$ cat src/rtl/cpu_pkg.sv
// Shared CPU definitions: datapath width, NOP encoding and fetch-stage types.
package cpu_pkg;

  localparam int unsigned WORD_W = 32;
  localparam logic [WORD_W-1:0] NOP_INSTR = '0;

  typedef enum logic [1:0] {
    IF_BOOT,
    IF_REQ,
    IF_HOLD
  } if_state_e;

  typedef struct packed {
    logic [WORD_W-1:0] instr;
    logic [WORD_W-1:0] pc1;
  } skid_entry_t;

endpackage

$ cat src/rtl/instr_skid_buf.sv
// One-entry holding register for a word acked while decode is stalled,
// paired with the PC+1 of the address it was fetched from.
module instr_skid_buf
  import cpu_pkg::*;
(
  input  logic        clk,
  input  logic        reset,
  input  logic        load_i,
  input  logic        unload_i,
  input  skid_entry_t data_i,
  output skid_entry_t data_o,
  output logic        empty_o
);

  skid_entry_t data_q, data_d;
  logic        full_q, full_d;

  always_comb begin
    data_d = data_q;
    full_d = full_q;
    if (load_i) begin
      data_d = data_i;
      full_d = 1'b1;
    end else if (unload_i) begin
      full_d = 1'b0;
    end
  end

  always_ff @(posedge clk) begin
    if (reset) begin
      data_q <= '0;
      full_q <= 1'b0;
    end else begin
      data_q <= data_d;
      full_q <= full_d;
    end
  end

  assign data_o  = data_q;
  assign empty_o = ~full_q;

endmodule

$ cat src/rtl/instr_fetch_stage.sv
// IF stage: owns PC, issues req/ack word reads and drives the IF/DE register
// plus the PC_2 copy used by execute for branch-target arithmetic.
module instr_fetch_stage
  import cpu_pkg::*;
#(
  parameter logic [WORD_W-1:0] RESET_PC  = 32'h0000_0000,
  parameter logic [WORD_W-1:0] NOP_INSTR = cpu_pkg::NOP_INSTR
) (
  input  logic              clk,
  input  logic              reset,
  input  logic [WORD_W-1:0] PC_NEXT,
  input  logic              STALL,
  input  logic [WORD_W-1:0] IMEM_RDATA,
  input  logic              IMEM_ACK,
  output logic              IMEM_REQ,
  output logic [WORD_W-1:0] IMEM_ADDR,
  output logic [WORD_W-1:0] PC,
  output logic [WORD_W-1:0] PC_1,
  output logic [WORD_W-1:0] IR,
  output logic              IR_VALID,
  output logic [WORD_W-1:0] PC_1_D,
  output logic [WORD_W-1:0] PC_2
);

  if_state_e         state_q, state_d;
  logic [WORD_W-1:0] pc_q, pc_d;
  logic [WORD_W-1:0] ir_q, ir_d;
  logic              ir_valid_q, ir_valid_d;
  logic [WORD_W-1:0] pc1_d_q, pc1_d_d;
  logic [WORD_W-1:0] pc2_q, pc2_d;
  logic [WORD_W-1:0] pc_plus1;
  logic              req;
  logic              skid_load, skid_unload, skid_empty;
  skid_entry_t       skid_in, skid_out;

  assign pc_plus1 = pc_q + 32'd1;
  assign skid_in  = '{instr: IMEM_RDATA, pc1: pc_plus1};

  instr_skid_buf u_skid (
    .clk      (clk),
    .reset    (reset),
    .load_i   (skid_load),
    .unload_i (skid_unload),
    .data_i   (skid_in),
    .data_o   (skid_out),
    .empty_o  (skid_empty)
  );

  always_comb begin
    state_d     = state_q;
    pc_d        = pc_q;
    ir_d        = ir_q;
    ir_valid_d  = ir_valid_q;
    pc1_d_d     = pc1_d_q;
    pc2_d       = pc2_q;
    req         = 1'b0;
    skid_load   = 1'b0;
    skid_unload = 1'b0;
    case (state_q)
      IF_BOOT: state_d = IF_REQ;
      IF_REQ: begin
        req = 1'b1;
        if (IMEM_ACK) begin
          pc_d = PC_NEXT;
          // A stalled decode cannot take the word, so park it rather than re-fetch.
          if (STALL) begin
            skid_load = 1'b1;
            state_d   = IF_HOLD;
          end else begin
            ir_d       = IMEM_RDATA;
            ir_valid_d = 1'b1;
            pc1_d_d    = pc_plus1;
            pc2_d      = pc1_d_q;
          end
        end else if (!STALL) begin
          ir_d       = NOP_INSTR;
          ir_valid_d = 1'b0;
          pc2_d      = pc1_d_q;
        end
      end
      IF_HOLD: begin
        if (!STALL && !skid_empty) begin
          ir_d        = skid_out.instr;
          ir_valid_d  = 1'b1;
          pc1_d_d     = skid_out.pc1;
          pc2_d       = pc1_d_q;
          skid_unload = 1'b1;
          state_d     = IF_REQ;
        end
      end
      default: state_d = IF_BOOT;
    endcase
  end

  always_ff @(posedge clk) begin
    if (reset) begin
      state_q    <= IF_BOOT;
      pc_q       <= RESET_PC;
      ir_q       <= NOP_INSTR;
      ir_valid_q <= 1'b0;
      pc1_d_q    <= '0;
      pc2_q      <= '0;
    end else begin
      state_q    <= state_d;
      pc_q       <= pc_d;
      ir_q       <= ir_d;
      ir_valid_q <= ir_valid_d;
      pc1_d_q    <= pc1_d_d;
      pc2_q      <= pc2_d;
    end
  end

  assign IMEM_REQ  = req;
  assign IMEM_ADDR = pc_q;
  assign PC        = pc_q;
  assign PC_1      = pc_plus1;
  assign IR        = ir_q;
  assign IR_VALID  = ir_valid_q;
  assign PC_1_D    = pc1_d_q;
  assign PC_2      = pc2_q;

endmodule
$ cat config.mk
export PLATFORM = sky130hd
export DESIGN_NAME = instr_fetch_stage
export DESIGN_NICKNAME = d
export VERILOG_FILES = /design/src/rtl/cpu_pkg.sv /design/src/rtl/instr_skid_buf.sv /design/src/rtl/instr_fetch_stage.sv
export SDC_FILE = /design/constraint.sdc
export NUM_CORES = 1
export LEC_CHECK = 0
export BUFFER_PORTS_ARGS = -buffer_cell sky130_fd_sc_hd__buf_2
export CAP_MARGIN = 20
export CORE_MARGIN = 1.5
export CORE_UTILIZATION = 51
export CTS_CLUSTER_SIZE = 20
export DETAILED_ROUTE_END_ITERATION = 10
export GPL_TIMING_DRIVEN = 0
export PLACE_DENSITY_LB_ADDON = 0.2
export SLEW_MARGIN = 10
export SYNTH_ARGS = -nofsm -noshare
export SYNTH_HDL_FRONTEND = slang
export SYNTH_SLANG_ARGS = --single-unit
$ cat constraint.sdc
create_clock -name clk -period 2.6 [get_ports clk]
set_input_delay 0.26 -clock clk [delete_from_list [all_inputs] [get_ports clk]]
set_output_delay 0.26 -clock clk [all_outputs]
set_load 0.02 [all_outputs]
==> results.yml, run 1 <==
finish:
  final_cell_area_um2: 10740
  nNetsFinal: 1409
  layout-drive-gt1-share: 0.2922
  multi_input_area_um2: 3887
  n_fill_cell: 1400
  n_antenna_cell: 0
  final-seq-area_um2: 3946
  final_common_cell: "buf_2"
  syn_to_final_growth_pct: 28.50
  final_cell_mix: "280 x buf_2, 257 x nand2_1, 182 x dfxtp_1"
setup_path:
  worstPathArrival_ns: 2.33
  critPathSlowestCell: "dfxtp_1"
  crit_type: "reg -> out"
  ff2ff_setup_slack_ns: 0.27
  max_stage_delay_ns: 0.49
  path_cells: "nand2_1 > nor4_2 > nor4b_4 > xor2_2 > buf_2"
  required_ns: 2.34
  rr_worst_depth: 6
  r2r-start: "state_q[1]$_SDFFE_PP0P_"
  startpoint_type: "flop"
  endpoint_kind: "output port"
  r2r-end: "PC_1_D[24]$_SDFFE_PP0P_"
  worstPathMaxFanout: 7
clocking:
  clock_latency_ns: 0.44
  hold_buffers: 0
  cts_tree: "yes"
  cts-buffers-inserted: 17
  cts_root_buf: "clkbuf_16"
  cts.sinks: 196
  cts.path.max_buffers: 2
  cts_max_level: 4
  clk_pin_slew_ns: 0.07
status:
  status: "finished clean"
yosys:
  syn-cell-area_um2: 8356
  synth_ff_type: "dfxtp_1"
  ys_seq_area_frac: 0.4696
  yosysTopAreaCell: "dfxtp_1"
  synth_area_per_cell_um2: 7.905
  synth_edf_count: 0
  synth_cell_types: 54
  synth_warnings: 0
  async_flop_share: 0
  synth_nets: 1126
  ys_ff_latch: 196
  synth_area_leaders: "dfxtp_1 47%, nand2_1 12%, a21oi_1 7.5%"
  syn_inst: 1057
  synth_top_area_frac: 0.4696
routing:
  drt-initial-drc-count: 684
  antenna_violating_nets_post_route: 0
  viasPerCell: 5.451
  vias: 8547
  wirelength_um: 26990
  drc: 0
  dr.pass1.iters: 6
  routedWlPerCell_um: 17.21
floorplan:
  core-area_um2: 15940
  ios: 262
  die_area_um2: 17160
  die_x_um: 131.0
  num_rows: 46
  start_util: 0.5241
  dieHeight_um: 131.0
pwr:
  peakVddDrop_mv: 0.4930
  leakage_nw: 4.774
  powerDensity_nw_per_um2: 641.9
min_path:
  hold_path_class: "in -> reg"
  min-delay-start: "PC_NEXT[5]"
  min_to: "IMEM_ADDR[5]$_SDFFE_PP0P_"
  holdPathStages: 3
grt:
  grt_overflow: 0
  grt_first_pass_wirelength_um: 40160
  first_global_vias: 7506
  grt_max_degree: 17
  grt_usage: 0.3079
  antenna_found_initial: 0
timing:
  drv_slew: 0
  report.final.hold_viol_count: 0
  max_freq_ghz: 0.3859
  fin_skew_ns: 0.008201
  fin_crit_sh: 0.9967
  worst_pin_slew_ns: 0.7037
  max_slew_margin: 0.5309
  setup_slack_ns: 0.008709
  finalSetupViolCount: 0
  tns_ns: 0
  fin_crit_ns: 2.591
placement:
  io_buffers: 259
  dpl-instance-area_um2: 9922
  pre_cts_slack_ns: 0.1762
  globalplace.congestion: 0.8811
  dp_hpwl_um: 19710
run:
  cap_violations: 0
[per-layer routing]
layer  wire [um]  GRT usage  share of wire  vias to the layer above
li1            -          -              -                     4142
met1       11230     0.4138           0.42                     3950
met2       12550     0.4891           0.46                      409
met3        2606    0.06840          0.097                       46
met4         611     0.1080          0.023                        0
met5           0          0              0                        -
[through the flow]
| step | hold slack, ns | util | total power, mW | std cells |
|---|---|---|---|---|
| CTS | 0.04581 | 0.6686 | 6.879 | 1566 |
| detailed placement | 0.4449 | 0.6224 | 4.179 | 1532 |
| global route | 0.05707 | 0.6734 | 7.112 | 1568 |
| floorplan | 0.3960 | - | 3.832 | 1057 |
| finish | 0.05042 | 0.6734 | 6.892 | 1568 |
| global placement | 0.4390 | 0.6224 | 4.166 | 1532 |
[cells by family (layout without fill, tap and decap cells)]
| kind of cell | Yosys count | after routing | share of synthesized area |
|---|---|---|---|
| buffers and inverters | 140 | 435 | 0.08221 |
| adders and majority gates | 1 | 1 | 0.001497 |
| xor gates and xnor gates | 28 | 28 | 0.02935 |
| AOI/OAI and AO/OA | 228 | 228 | 0.1731 |
| DFF | 196 | 196 | 0.4696 |
| and+or+nand+nor | 464 | 464 | 0.2442 |
[power by group]
group	internal, mW	leakage, nW	switching (mW)
registers	3.12	1.60	0.106
clock network	1.62	0.297	1.13
logic	0.308	2.88	0.603
[worst max path at each step]
stage | from | to | slack [ns]
2_1_floorplan | IMEM_ADDR[0]$_SDFFE_PP0P_ | PC_1[20] | 0.42
3_3_place_gp | IMEM_ADDR[0]$_SDFFE_PP0P_ | PC_1[20] | 0.19
3_5_place_dp | IMEM_ADDR[0]$_SDFFE_PP0P_ | PC_1[20] | 0.18
4_1_cts | IMEM_ADDR[17]$_SDFFE_PP0P_ | PC_1[31] | 0.005
5_1_grt | IMEM_ADDR[15]$_SDFFE_PP0P_ | PC_1[31] | -0.005
6_report | IMEM_ADDR[15]$_SDFFE_PP0P_ | PC_1[31] | 0.009
[state kept, by name (all words and copies together), names as in the netlist]
| register | count |
|---|---|
| IR | 32 |
| IR_VALID | 1 |
| state_q | 2 |
| u_skid.full_q | 1 |
| PC_1_D | 32 |
| PC_2 | 32 |
| IMEM_ADDR | 32 |
| u_skid.data_o | 64 |
[cell usage after synthesis, types with 4 or more instances]
cell      count
and2_1        4
a21oi_1     126
o221ai_1      6
a211o_1       4
nand4_1      14
inv_1        24
nor2_1       83
a311oi_1     34
and4_1        5
o21ai_0       8
xor2_1       16
nand2_1     257
clkbuf_1     59
o211ai_1      7
xnor2_1      12
nand2b_1      9
dfxtp_1     196
and3_1       12
nor3_1        8
buf_2        21
buf_4        33
nand3_1      51
o22ai_1       6
a211oi_1     25
[worst max-delay path, delay by kind of cell, from the launching register on]
family | cells | cell delay [ns]
XOR/XNOR | 1 | 0.26
AND/OR/NAND/NOR | 3 | 0.92
flip-flops | 1 | 0.49
buffers and inverters | 1 | 0.22
[repair_timing]
action                     CTS  global route
gates resized for setup     19            22
gates cloned                 0             1
setup endpoints to repair   16            16
pin swaps                    1             1
buffers inserted             3             1
[final cells by class]
type | count | area share
multi-input combinational | 721 | 0.3621
sequential | 196 | 0.3676
timing repair buffer | 264 | 0.1242
buffer | 116 | 0.05559
tap | 216 | 0.02517
inverter | 24 | 0.008391
clock buffer | 24 | 0.04580
clock inverter | 7 | 0.01119
(Power assumes the default switching activity.)
==> run 2, diff against run 1 <==
CORE_UTILIZATION = 52   (was 51)
SYNTH_HIERARCHICAL = 1   (was not set)
==> run 2 against run 1 <==
  * The flow now finishes with violations (negative setup slack)
  * Final area grew 4.6%
  * Routed wire length is 0.48% lower
  * Utilization rose by 2.8 points
  * Total power is 2.4% lower
  * Critical endpoint is now PC_1[14]
==> results.yml, run 2 <==
clocking:
  hold_buffers: 0
  cts_root_buf: "clkbuf_16"
  cts_tree: "yes"
  cts_max_level: 4
  clock_latency_ns: 0.42
  cts-buffers-inserted: 17
  cts.sinks: 196
  cts.path.max_buffers: 2
  clk_pin_slew_ns: 0.07
setup_path:
  endpoint_kind: "output port"
  startpoint_type: "flop"
  path_cells: "ha_4 > nand3_4 > or4_4 > nor3_1 > or2_4 > buf_2"
  required_ns: 2.34
  worstPathMaxFanout: 5
  max_stage_delay_ns: 0.60
  crit_type: "reg -> out"
  critPathSlowestCell: "or4_4"
  worstPathArrival_ns: 2.35
grt:
  grt_max_degree: 17
  antenna_found_initial: 1
  grt_first_pass_wirelength_um: 40850
  grt_usage: 0.2980
  grt_overflow: 0
  first_global_vias: 7656
placement:
  dp.cells: 1507
  dpl-instance-area_um2: 10120
  globalplace.congestion: 0.8648
  dp_hpwl_um: 19060
  io_buffers: 259
timing:
  hold_ws_ns: 0.06254
  setup_slack_ns: -0.01306
  fin_skew_ns: 0.009539
  worst_pin_slew_ns: 0.6603
  grt_setup_unrepaired: "true"
  drv_slew: 0
  tns_ns: -0.02471
  finalSetupViolCount: 2
  max_freq_ghz: 0.3827
  fin_crit_sh: 1.005
  max_slew_margin: 0.5589
  fin_crit_ns: 2.613
  report.final.hold_viol_count: 0
floorplan:
  die_x_um: 131.2
  num_rows: 46
  dieHeight_um: 131.2
  core-area_um2: 16000
  ios: 262
  start_util: 0.5344
  die_area_um2: 17220
finish:
  nNetsFinal: 1410
  largest_reg_flops: 64
  final_cell_mix: "254 x buf_2, 198 x nand2_1, 181 x dfxtp_1"
  n_antenna_cell: 0
  final_cell_area_um2: 11230
  syn_to_final_growth_pct: 31.30
  final_common_cell: "buf_2"
  layout-drive-gt1-share: 0.3166
  fin_cells: 1568
yosys:
  synth_cell_types: 53
  synth_mux_area_frac: 0.07492
  synth_simple_gate_area_frac: 0.2330
  ys_ff_latch: 196
  synth_warnings: 6
  synth_top_area_frac: 0.4589
  synth_area_leaders: "dfxtp_1 46%, nand2_1 8.9%, mux2i_1 7.5%"
  async_flop_share: 0
  synth-xor-area-share: 0.01844
  synth_top_family_by_area: "simple AND/OR/NAND/NOR gates"
  syn-cell-area_um2: 8551
  synthMostInstantiatedCell: "nand2_1"
  synthAdderAreaFrac: 0.001463
  synth_area_per_cell_um2: 8.286
  syn_inst: 1032
  synth_nets: 1101
  yosys-top-cells-count: "203 x nand2_1, 196 x dfxtp_1, 131 x nor2_1"
  synth_compound_area_frac: 0.1348
  yosysTopAreaCell: "dfxtp_1"
  synth_ff_type: "dfxtp_1"
  ys_seq_area_frac: 0.4589
  synth_edf_count: 0
pwr:
  p_comb_frac: 0.139
  netSwitchingFraction: 0.2648
  seqPwrFrac: 0.474
  clkPwrFrac: 0.388
  peakVddDrop_mv: 0.4775
  internal-power_mw: 4.946
  power_mw: 6.728
  p_switching_mw: 1.782
  leakage_nw: 4.851
  powerDensity_nw_per_um2: 599.2
routing:
  drc: 0
  drt-initial-drc-count: 768
  routedWlPerCell_um: 17.13
  viasPerCell: 5.436
  vias: 8523
  dr.pass1.iters: 6
  wirelength_um: 26860
  antenna_violating_nets_post_route: 0
run:
  cap_violations: 0
status:
  violations: "negative setup slack"
  status: "finished with violations"
min_path:
  hold_path_class: "in -> reg"
run 2: cell count changes after synthesis, moves of 8 or more:
cell / change
buf_2: -17
buf_1: +13
nor2_1: +48
inv_1: -15
xor2_1: -8
a211oi_1: -24
a21oi_1: -33
mux2i_1: +64
nand2_1: -54
run 2: per-stage QoR:
stage | utilization | setup WS [ns]
after detailed placement | 0.6323 | -0.07914
after floorplan | - | 0.1358
final | 0.7017 | -0.01306
after CTS | 0.6926 | -0.02512
after global routing | 0.7017 | -0.06828
after global placement | 0.6323 | -0.05850
run 2: final timing paths:
kind,startpoint,end,slack [ns],depth (start not counted)
max,IMEM_ADDR[0]$_SDFFE_PP0P_,PC_1[14],-0.01,6
min,PC_NEXT[3],IMEM_ADDR[3]$_SDFFE_PP0P_,0.06,3
max reg2reg,state_q[0]$_SDFFE_PP0P_,PC_1_D[15]$_SDFFE_PP0P_,0.11,7
min reg2reg,PC_2[12]$_SDFFE_PP0P_,PC_2[12]$_SDFFE_PP0P_,0.45,2
run 2: final cells by class:
type                       count  area, um^2
multi-input combinational    716        4141
clock buffer                  22       484.2
buffer                       109       631.9
sequential                   196        3975
clock inverter                 8       98.84
inverter                      10       37.54
tap                          216       270.3
timing repair buffer         291        1588
fill                        1399        4773
run 2: power groups by stage:
| stage | Sequential [mW] | Clock, mW | Combinational [mW] |
|---|---|---|---|
| 3_3_place_gp | 3.26 | 0 | 0.872 |
| 3_5_place_dp | 3.26 | 0 | 0.881 |
| 4_1_cts | 3.18 | 2.62 | 0.916 |
| 2_1_floorplan | 3.33 | 0 | 0.482 |
| 6_report | 3.19 | 2.61 | 0.932 |
| 5_1_grt | 3.20 | 2.75 | 0.994 |
run 2: worst max-delay path, delay by kind of cell, from the launching register on:
kind / cells / cell delay, ns
adder cells (fa/ha/maj): 1 / 0.15
buffers and inverters: 1 / 0.16
flip-flops: 1 / 0.38
AND/OR/NAND/NOR: 4 / 1.24
run 2: repair_timing:
| action | in CTS | in global routing |
|---|---|---|
| setup buffers | 28 | 4 |
| endpoints found under the setup margin | 20 | 91 |
| pin swaps | 13 | 7 |
| resized for setup | 51 | 37 |
| endpoints found under the hold margin | 0 | 0 |
| cloned | 1 | 0 |
run 2: layer usage:
layer / up-vias / GRT usage / wire length, um
met2: 409 / 0.4891 / 12620
met4: 2 / 0.08864 / 531
li1: 4115 / - / -
met3: 43 / 0.05440 / 2457
met5: - / 0 / 11
met1: 3954 / 0.4000 / 11250
run 2: cells by family (layout without fill, tap and decap cells):
kind of cell,count (synthesis),count (layout)
and+or+nand+nor,451,452
xor gates and xnor gates,18,18
buffers and inverters,121,440
AOI/OAI and AO/OA,181,181
adders and majority gates,1,1
muxes,64,64
DFF,196,196
